==> config.mk <==
export PLATFORM = sky130hd
export DESIGN_NAME = br_resolve_flat
export DESIGN_NICKNAME = d
export VERILOG_FILES = /design/src/rtl/br_resolve_if.sv /design/src/rtl/br_resolve.sv /design/src/flat_wrapper.sv
export SDC_FILE = /design/constraint.sdc
export NUM_CORES = 1
export LEC_CHECK = 0
export CORE_UTILIZATION = 35
export CTS_CLUSTER_SIZE = 24
export DETAILED_ROUTE_END_ITERATION = 8
export PLACE_DENSITY = 0.65
export SLEW_MARGIN = 20
export SYNTH_ARGS = -nofsm -noshare
export SYNTH_HDL_FRONTEND = slang
export SYNTH_SLANG_ARGS = --single-unit
==> constraint.sdc <==
create_clock -name CLK -period 16.1 [get_ports CLK]
set_input_delay 4.83 -clock CLK [delete_from_list [all_inputs] [get_ports CLK]]
set_output_delay 4.83 -clock CLK [all_outputs]
set_load 0.05 [all_outputs]
==> src/rtl/br_resolve_if.sv <==
// ---------------------------------------------------------------------------
// br_resolve_if
// Bundles every non-clock signal of the branch resolution unit.
//   master : front end / execute side (drives push_*, ex_*, flush)
//   slave  : br_resolve (drives full, upd_*, redirect*, err, n_br, n_mis)
// Signal groups:
//   push side    : push, push_taken, push_index, push_pc, push_target, full
//   execute side : ex_valid, ex_taken, ex_target, flush
//   training     : upd_br, upd_taken, upd_correct, upd_target, upd_index
//   redirect     : redirect, redirect_pc
//   status       : err, n_br, n_mis
// ---------------------------------------------------------------------------
interface br_resolve_if #(
  parameter int IDX_W = 2,
  parameter int CNT_W = 16
);
  logic             push;
  logic             push_taken;
  logic [IDX_W-1:0] push_index;
  logic [31:0]      push_pc;
  logic [31:0]      push_target;
  logic             full;
  logic             ex_valid;
  logic             ex_taken;
  logic [31:0]      ex_target;
  logic             flush;
  logic             upd_br;
  logic             upd_taken;
  logic             upd_correct;
  logic [31:0]      upd_target;
  logic [IDX_W-1:0] upd_index;
  logic             redirect;
  logic [31:0]      redirect_pc;
  logic             err;
  logic [CNT_W-1:0] n_br;
  logic [CNT_W-1:0] n_mis;

  modport master (
    output push, push_taken, push_index, push_pc, push_target,
    output ex_valid, ex_taken, ex_target, flush,
    input  full, upd_br, upd_taken, upd_correct, upd_target, upd_index,
    input  redirect, redirect_pc, err, n_br, n_mis
  );

  modport slave (
    input  push, push_taken, push_index, push_pc, push_target,
    input  ex_valid, ex_taken, ex_target, flush,
    output full, upd_br, upd_taken, upd_correct, upd_target, upd_index,
    output redirect, redirect_pc, err, n_br, n_mis
  );
endinterface

==> src/rtl/br_resolve.sv <==
// ---------------------------------------------------------------------------
// br_resolve
// Branch resolution unit. Holds an in-order FIFO of fetch-time predictions,
// pops the oldest one when execute resolves a branch, and produces:
//   - a registered one-cycle training packet (upd_*) for the predictor/BTB,
//   - a registered one-cycle fetch redirect on a mispredict,
//   - saturating resolved-branch / mispredict counters and a sticky err.
// Ports:
//   CLK : clock, all state updates on posedge
//   RST : asynchronous active-high reset
//   bus : br_resolve_if.slave (push, execute, training, redirect, status)
// ---------------------------------------------------------------------------
module br_resolve #(
  parameter int DEPTH = 4,
  parameter int IDX_W = 2,
  parameter int CNT_W = 16
) (
  input  logic         CLK,
  input  logic         RST,
  br_resolve_if.slave  bus
);

  localparam int PTR_W = (DEPTH > 1) ? $clog2(DEPTH) : 1;
  localparam int CW    = $clog2(DEPTH + 1);
  localparam logic [CW-1:0]    CNT_FULL = CW'(DEPTH);
  localparam logic [CW-1:0]    CNT_ONE  = CW'(1);
  localparam logic [CW-1:0]    CNT_ZERO = {CW{1'b0}};
  localparam logic [PTR_W-1:0] PTR_ONE  = PTR_W'(1);
  localparam logic [PTR_W-1:0] PTR_ZERO = {PTR_W{1'b0}};
  localparam logic [CNT_W-1:0] STAT_MAX = {CNT_W{1'b1}};
  localparam logic [CNT_W-1:0] STAT_ONE = CNT_W'(1);

  // Queue state
  logic [CW-1:0]    count_r;
  logic [PTR_W-1:0] head_r;
  logic [PTR_W-1:0] tail_r;
  logic             taken_r  [DEPTH];
  logic [IDX_W-1:0] index_r  [DEPTH];
  logic [31:0]      pc_r     [DEPTH];
  logic [31:0]      target_r [DEPTH];

  // Output registers
  logic             upd_br_r;
  logic             upd_taken_r;
  logic             upd_correct_r;
  logic [31:0]      upd_target_r;
  logic [IDX_W-1:0] upd_index_r;
  logic             redirect_r;
  logic [31:0]      redirect_pc_r;
  logic             err_r;
  logic [CNT_W-1:0] n_br_r;
  logic [CNT_W-1:0] n_mis_r;

  // Combinational decode
  logic        full_s;
  logic        resolve_s;
  logic        correct_s;
  logic        mispredict_s;
  logic        push_ok_s;
  logic        err_set_s;
  logic [31:0] fix_pc_s;
  logic [31:0] train_target_s;

  // Resolution / push acceptance decode for the current cycle
  always_comb begin
    full_s         = (count_r == CNT_FULL);
    resolve_s      = bus.ex_valid && (count_r != CNT_ZERO) && !bus.flush;
    correct_s      = (bus.ex_taken == taken_r[head_r]) &&
                     (!bus.ex_taken || (bus.ex_target == target_r[head_r]));
    mispredict_s   = resolve_s && !correct_s;
    // Pushes shadowed by a flush or an outstanding/new redirect are wrong-path.
    push_ok_s      = bus.push && !full_s && !bus.flush && !mispredict_s && !redirect_r;
    err_set_s      = (bus.push && full_s && !bus.flush && !mispredict_s && !redirect_r) ||
                     (bus.ex_valid && (count_r == CNT_ZERO) && !bus.flush);
    // Not-taken keeps the BTB entry unchanged by writing back the stored target.
    train_target_s = bus.ex_taken ? bus.ex_target : target_r[head_r];
    fix_pc_s       = bus.ex_taken ? bus.ex_target : (pc_r[head_r] + 32'd4);
  end

  // Queue pointers and occupancy
  always_ff @(posedge CLK or posedge RST) begin
    if (RST) begin
      count_r <= CNT_ZERO;
      head_r  <= PTR_ZERO;
      tail_r  <= PTR_ZERO;
    end else if (bus.flush || mispredict_s) begin
      count_r <= CNT_ZERO;
      head_r  <= PTR_ZERO;
      tail_r  <= PTR_ZERO;
    end else begin
      if (push_ok_s) begin
        tail_r <= tail_r + PTR_ONE;
      end else begin
        tail_r <= tail_r;
      end
      if (resolve_s) begin
        head_r <= head_r + PTR_ONE;
      end else begin
        head_r <= head_r;
      end
      case ({push_ok_s, resolve_s})
        2'b10:   count_r <= count_r + CNT_ONE;
        2'b01:   count_r <= count_r - CNT_ONE;
        default: count_r <= count_r;
      endcase
    end
  end

  // Prediction record storage, written at the tail on an accepted push
  always_ff @(posedge CLK or posedge RST) begin
    if (RST) begin
      for (int i = 0; i < DEPTH; i++) begin
        taken_r[i]  <= 1'b0;
        index_r[i]  <= {IDX_W{1'b0}};
        pc_r[i]     <= 32'd0;
        target_r[i] <= 32'd0;
      end
    end else if (push_ok_s) begin
      taken_r[tail_r]  <= bus.push_taken;
      index_r[tail_r]  <= bus.push_index;
      pc_r[tail_r]     <= bus.push_pc;
      target_r[tail_r] <= bus.push_target;
    end else begin
      taken_r[tail_r]  <= taken_r[tail_r];
    end
  end

  // Training packet and fetch redirect, one cycle after resolution
  always_ff @(posedge CLK or posedge RST) begin
    if (RST) begin
      upd_br_r      <= 1'b0;
      upd_taken_r   <= 1'b0;
      upd_correct_r <= 1'b0;
      upd_target_r  <= 32'd0;
      upd_index_r   <= {IDX_W{1'b0}};
      redirect_r    <= 1'b0;
      redirect_pc_r <= 32'd0;
    end else begin
      upd_br_r   <= resolve_s;
      redirect_r <= mispredict_s;
      if (resolve_s) begin
        upd_taken_r   <= bus.ex_taken;
        upd_correct_r <= correct_s;
        upd_target_r  <= train_target_s;
        upd_index_r   <= index_r[head_r];
      end else begin
        upd_taken_r   <= 1'b0;
        upd_correct_r <= 1'b0;
        upd_target_r  <= 32'd0;
        upd_index_r   <= {IDX_W{1'b0}};
      end
      if (mispredict_s) begin
        redirect_pc_r <= fix_pc_s;
      end else begin
        redirect_pc_r <= 32'd0;
      end
    end
  end

  // Saturating statistics counters and sticky protocol error
  always_ff @(posedge CLK or posedge RST) begin
    if (RST) begin
      n_br_r  <= {CNT_W{1'b0}};
      n_mis_r <= {CNT_W{1'b0}};
      err_r   <= 1'b0;
    end else begin
      if (resolve_s && (n_br_r != STAT_MAX)) begin
        n_br_r <= n_br_r + STAT_ONE;
      end else begin
        n_br_r <= n_br_r;
      end
      if (mispredict_s && (n_mis_r != STAT_MAX)) begin
        n_mis_r <= n_mis_r + STAT_ONE;
      end else begin
        n_mis_r <= n_mis_r;
      end
      err_r <= err_r | err_set_s;
    end
  end

  assign bus.full        = full_s;
  assign bus.upd_br      = upd_br_r;
  assign bus.upd_taken   = upd_taken_r;
  assign bus.upd_correct = upd_correct_r;
  assign bus.upd_target  = upd_target_r;
  assign bus.upd_index   = upd_index_r;
  assign bus.redirect    = redirect_r;
  assign bus.redirect_pc = redirect_pc_r;
  assign bus.err         = err_r;
  assign bus.n_br        = n_br_r;
  assign bus.n_mis       = n_mis_r;

endmodule

==> src/flat_wrapper.sv <==
// flat-port wrapper written by rule: the top's interface ports become plain ports
module br_resolve_flat 
#(
  parameter int DEPTH = 4,
  parameter int IDX_W = 2,
  parameter int CNT_W = 16
)
  (CLK, RST, bus_push, bus_push_taken, bus_push_index, bus_push_pc, bus_push_target, bus_ex_valid, bus_ex_taken, bus_ex_target, bus_flush, bus_full, bus_upd_br, bus_upd_taken, bus_upd_correct, bus_upd_target, bus_upd_index, bus_redirect, bus_redirect_pc, bus_err, bus_n_br, bus_n_mis);
  br_resolve_if #(.IDX_W(IDX_W), .CNT_W(CNT_W)) bus_i ();
  input  logic CLK;
  input  logic RST;
  input wire logic [$bits(bus_i.push)-1:0] bus_push;
  input wire logic [$bits(bus_i.push_taken)-1:0] bus_push_taken;
  input wire logic [$bits(bus_i.push_index)-1:0] bus_push_index;
  input wire logic [$bits(bus_i.push_pc)-1:0] bus_push_pc;
  input wire logic [$bits(bus_i.push_target)-1:0] bus_push_target;
  input wire logic [$bits(bus_i.ex_valid)-1:0] bus_ex_valid;
  input wire logic [$bits(bus_i.ex_taken)-1:0] bus_ex_taken;
  input wire logic [$bits(bus_i.ex_target)-1:0] bus_ex_target;
  input wire logic [$bits(bus_i.flush)-1:0] bus_flush;
  output wire logic [$bits(bus_i.full)-1:0] bus_full;
  output wire logic [$bits(bus_i.upd_br)-1:0] bus_upd_br;
  output wire logic [$bits(bus_i.upd_taken)-1:0] bus_upd_taken;
  output wire logic [$bits(bus_i.upd_correct)-1:0] bus_upd_correct;
  output wire logic [$bits(bus_i.upd_target)-1:0] bus_upd_target;
  output wire logic [$bits(bus_i.upd_index)-1:0] bus_upd_index;
  output wire logic [$bits(bus_i.redirect)-1:0] bus_redirect;
  output wire logic [$bits(bus_i.redirect_pc)-1:0] bus_redirect_pc;
  output wire logic [$bits(bus_i.err)-1:0] bus_err;
  output wire logic [$bits(bus_i.n_br)-1:0] bus_n_br;
  output wire logic [$bits(bus_i.n_mis)-1:0] bus_n_mis;
  assign bus_i.push = bus_push;
  assign bus_i.push_taken = bus_push_taken;
  assign bus_i.push_index = bus_push_index;
  assign bus_i.push_pc = bus_push_pc;
  assign bus_i.push_target = bus_push_target;
  assign bus_i.ex_valid = bus_ex_valid;
  assign bus_i.ex_taken = bus_ex_taken;
  assign bus_i.ex_target = bus_ex_target;
  assign bus_i.flush = bus_flush;
  assign bus_full = bus_i.full;
  assign bus_upd_br = bus_i.upd_br;
  assign bus_upd_taken = bus_i.upd_taken;
  assign bus_upd_correct = bus_i.upd_correct;
  assign bus_upd_target = bus_i.upd_target;
  assign bus_upd_index = bus_i.upd_index;
  assign bus_redirect = bus_i.redirect;
  assign bus_redirect_pc = bus_i.redirect_pc;
  assign bus_err = bus_i.err;
  assign bus_n_br = bus_i.n_br;
  assign bus_n_mis = bus_i.n_mis;
  br_resolve #(.DEPTH(DEPTH), .IDX_W(IDX_W), .CNT_W(CNT_W)) u_core (.CLK(CLK), .RST(RST), .bus(bus_i));
endmodule
==> out/metrics.yaml <==
status:
  status: "finished, final reports clean"
final_layout:
  seq_area_mm2: 0.00947
  syn2layout_area_growth_pct: 20.5
  fillers: 4650
  layout_commonest_cell: "dfrtp_1"
  nets: 1588
  final_cell_mix: "dfrtp_1, clkdlybuf4s50_1, mux2_4"
  multi_input_area_mm2: 0.00816
  drive_above_1_share_pct: 27.8
worst_hold_path:
  hold_start: "u_core.bus.n_br[5]$_DFFE_PP0P_"
  worstHoldPathType: "flop to flop"
  holdPathStages: 1
synthesis:
  synth_ff_type: "dfrtp_1"
  postSynthCellCount: 1280
  ys_warn_count: 0
  synth.area.top_cells: "dfrtp_1, mux2_4, mux4_2"
  synthArstFlopShare_pct: 100
  synthesis.area_mm2: 0.0184
  synth.top_cell.area_share_pct: 51.5
  synth_cell_type_count: 59
  postSynthAreaPerCell_um2: 14.4
  synth.largest_area_cell: "dfrtp_1"
  ys_seq_area_share_pct: 51.5
  syn_nets: 1394
  synth-seq-cells: 378
  synth_edf_count: 0
worst_setup_path:
  crit_required_ps: 16540
  cp.arrival_ps: 9080
  crit_family: "simple AND/OR/NAND/NOR gates"
  rr_worst_depth: 11
  cp-start-kind: "input pin"
  cp_num_buf_inv: 2
  startpoint: "bus_ex_target[14]"
  path_class: "input pin to flop"
  worst_r2r_startpoint: "u_core.head_r[0]$_DFFE_PP0P_"
  slowest_delay_ps: 760
  crit_path_max_fanout: 41
  worst_path_max_delay_cell: "buf_4"
  end_kind: "flop"
  cp_cell_sequence: "clkdlybuf4s50_1, nor2b_1, a2111oi_0, o2111a_1, nand4_1, nand2_2, and3_4, buf_4, mux2_2"
  path_depth: 9
detailed_routing:
  drc: 0
  routedWlPerCell_um: 22.6
  vias: 11300
  ant_nets: 0
  firstDrtPassIters: 5
  initialDrtViolationCount: 734
  viasPerCell: 5.15
  routed_wl_um: 49500
cts:
  cts.repair.resized: 0
  cts_setup_buffers: 0
  clk_path_buf_depth: 3
  clock-sinks: 378
  cts_made_buffers: 42
  hold_buffers: 0
  cts_tree: "built"
  clkTransAtPathRegs_ps: 50
  htreeDepth: 2
  root_buffer: "clkbuf_16"
  insertion_delay_ps: 570
global_routing:
  grt-ovfl-total: 0
  grt_pass1_wl_um: 75600
  antenna_found_initial: 5
  grt_start_max_net_pins: 191
  track_usage_pct: 18.8
  grt_pass1_vias: 12000
power_and_ir_drop:
  peakVddDrop_v: 0.0000792
  p_sw_share_pct: 29.2
  seqPwrFrac_pct: 41.9
  leakagePower_nw: 9.30
  pwr-share-clk_pct: 28.7
  p_per_area_mw_per_mm2: 156
  p_sw_mw: 1.01
  p_int_mw: 2.44
  combinationalPowerShare_pct: 29.3
sta:
  hold_viol_final: 0
  fmax_mhz: 116
  setup_slack_ps: 7460
  slew_headroom_pct: 36.0
  timing.final.crit_period_ps: 8640
  min_period_over_period_pct: 53.7
  skew_ps: 19.4
  fin_setup_tns_ps: 0
  slew_violations: 0
  worst_slew_pin_slew_ps: 961
  rsz0062_at_grt: "false"
  setup_violations: 0
job:
  maxCapViolations: 0
floorplanning:
  rows: 83
  die_y_um: 231
  dieArea_mm2: 0.0534
  core_area_mm2: 0.0516
  num_io_pins: 209
  die_x_um: 231
  start_util_pct: 35.6
placed_design:
  dp_hpwl_um: 33300
  numPortBuffers: 208
  pre_cts_slack_ps: 6870
  place.gp.congestion: 0.799
[layer usage]
metal  global-route usage (%)  vias up  wire, um
met4                     5.28        6      1190
li1                         -     4972         -
met1                     25.4     5877     21800
met3                     4.36       81      2910
met2                     30.1      326     23500
met5                        0        -        34
[cells in the mapped netlist (7+ instances only)]
cell type	instances
xor2_1	22
and2_1	24
buf_2	8
buf_12	22
mux2_4	160
nand3_1	17
mux2i_1	24
mux4_2	59
inv_1	15
nand4_1	16
and4_1	7
dfrtp_1	378
ha_1	8
clkbuf_1	20
nor3b_1	8
o21ai_0	24
nor3_1	14
and3_1	10
a21oi_1	44
mux2_2	112
nor2b_1	8
nor2_1	49
nand2_1	62
xnor2_1	61
buf_4	14
nand2b_1	28
[metrics by stage]
step	instance area, um2	utilization (%)	power, mW	std cells	hold slack [ps]
after global routing	22100	42.9	3.61	2185	516
after CTS	22100	42.8	3.47	2184	494
after global placement	20700	40.1	2.42	2109	480
after detailed placement	20700	40.1	2.46	2109	485
after floorplan	18400	-	2.19	1280	472
final	22100	42.9	3.44	2186	491
[registers in the layout (all words and copies together) (netlist names)]
name	flops
u_core.bus.redirect	1
u_core.bus.upd_taken	1
u_core.bus.upd_target	32
u_core.bus.upd_index	2
u_core.pc_r	128
u_core.bus.upd_correct	1
u_core.bus.n_br	16
u_core.head_r	2
u_core.index_r	8
u_core.bus.n_mis	16
u_core.bus.err	1
u_core.taken_r	4
u_core.target_r	128
u_core.bus.redirect_pc	32
u_core.tail_r	2
u_core.bus.upd_br	1
u_core.count_r	3
[power groups by stage]
stage / clock [mW] / sequential (mW) / combinational, mW
2_1_floorplan: 0 / 1.45 / 0.739
3_3_place_gp: 0 / 1.43 / 0.987
3_5_place_dp: 0 / 1.45 / 1.01
4_1_cts: 1.01 / 1.44 / 1.02
5_1_grt: 1.05 / 1.48 / 1.09
6_report: 0.989 / 1.44 / 1.01
[cells by family after synthesis]
kind of cell               Yosys count  synth area share [%]
AOI/OAI and AO/OA                   95                  2.97
DFF                                378                  51.5
buffers and inverters               86                  4.17
muxes                              358                  28.9
xor gates and xnor gates            83                  3.96
and+or+nand+nor                    271                  7.90
adders and majority gates            9                 0.654
[path summary, 6_finish.rpt]
| kind | end | slack, ps |
|---|---|---|
| max | u_core.pc_r[92]$_DFFE_PP0P_ | 7460 |
| min | u_core.bus.n_br[5]$_DFFE_PP0P_ | 490 |
| max reg2reg | u_core.pc_r[92]$_DFFE_PP0P_ | 9790 |
| min reg2reg | u_core.bus.n_br[5]$_DFFE_PP0P_ | 490 |
| max in group asynchronous | u_core.pc_r[51]$_DFFE_PP0P_ | 9670 |
| min in group asynchronous | u_core.bus.n_mis[0]$_DFFE_PP0P_ | 4850 |
[worst register-to-register path: cells and delay by family (launching register included)]
kind          cells  cell delay [ps]
xor+xnor          1              190
simple gates      5             2130
buf+inv           3             2030
mux               2             1150
flops             1              690
[cell type report]
cell class                 count  area share, %
clock inverter                 8          0.644
multi-input combinational    816           36.8
tap                          680           3.84
inverter                      16          0.305
clock buffer                  67           5.68
antenna                        1         0.0113
timing repair buffer         220           9.94
sequential                   378           42.7
No activity file was read; power rests on OpenSTA's default activity.
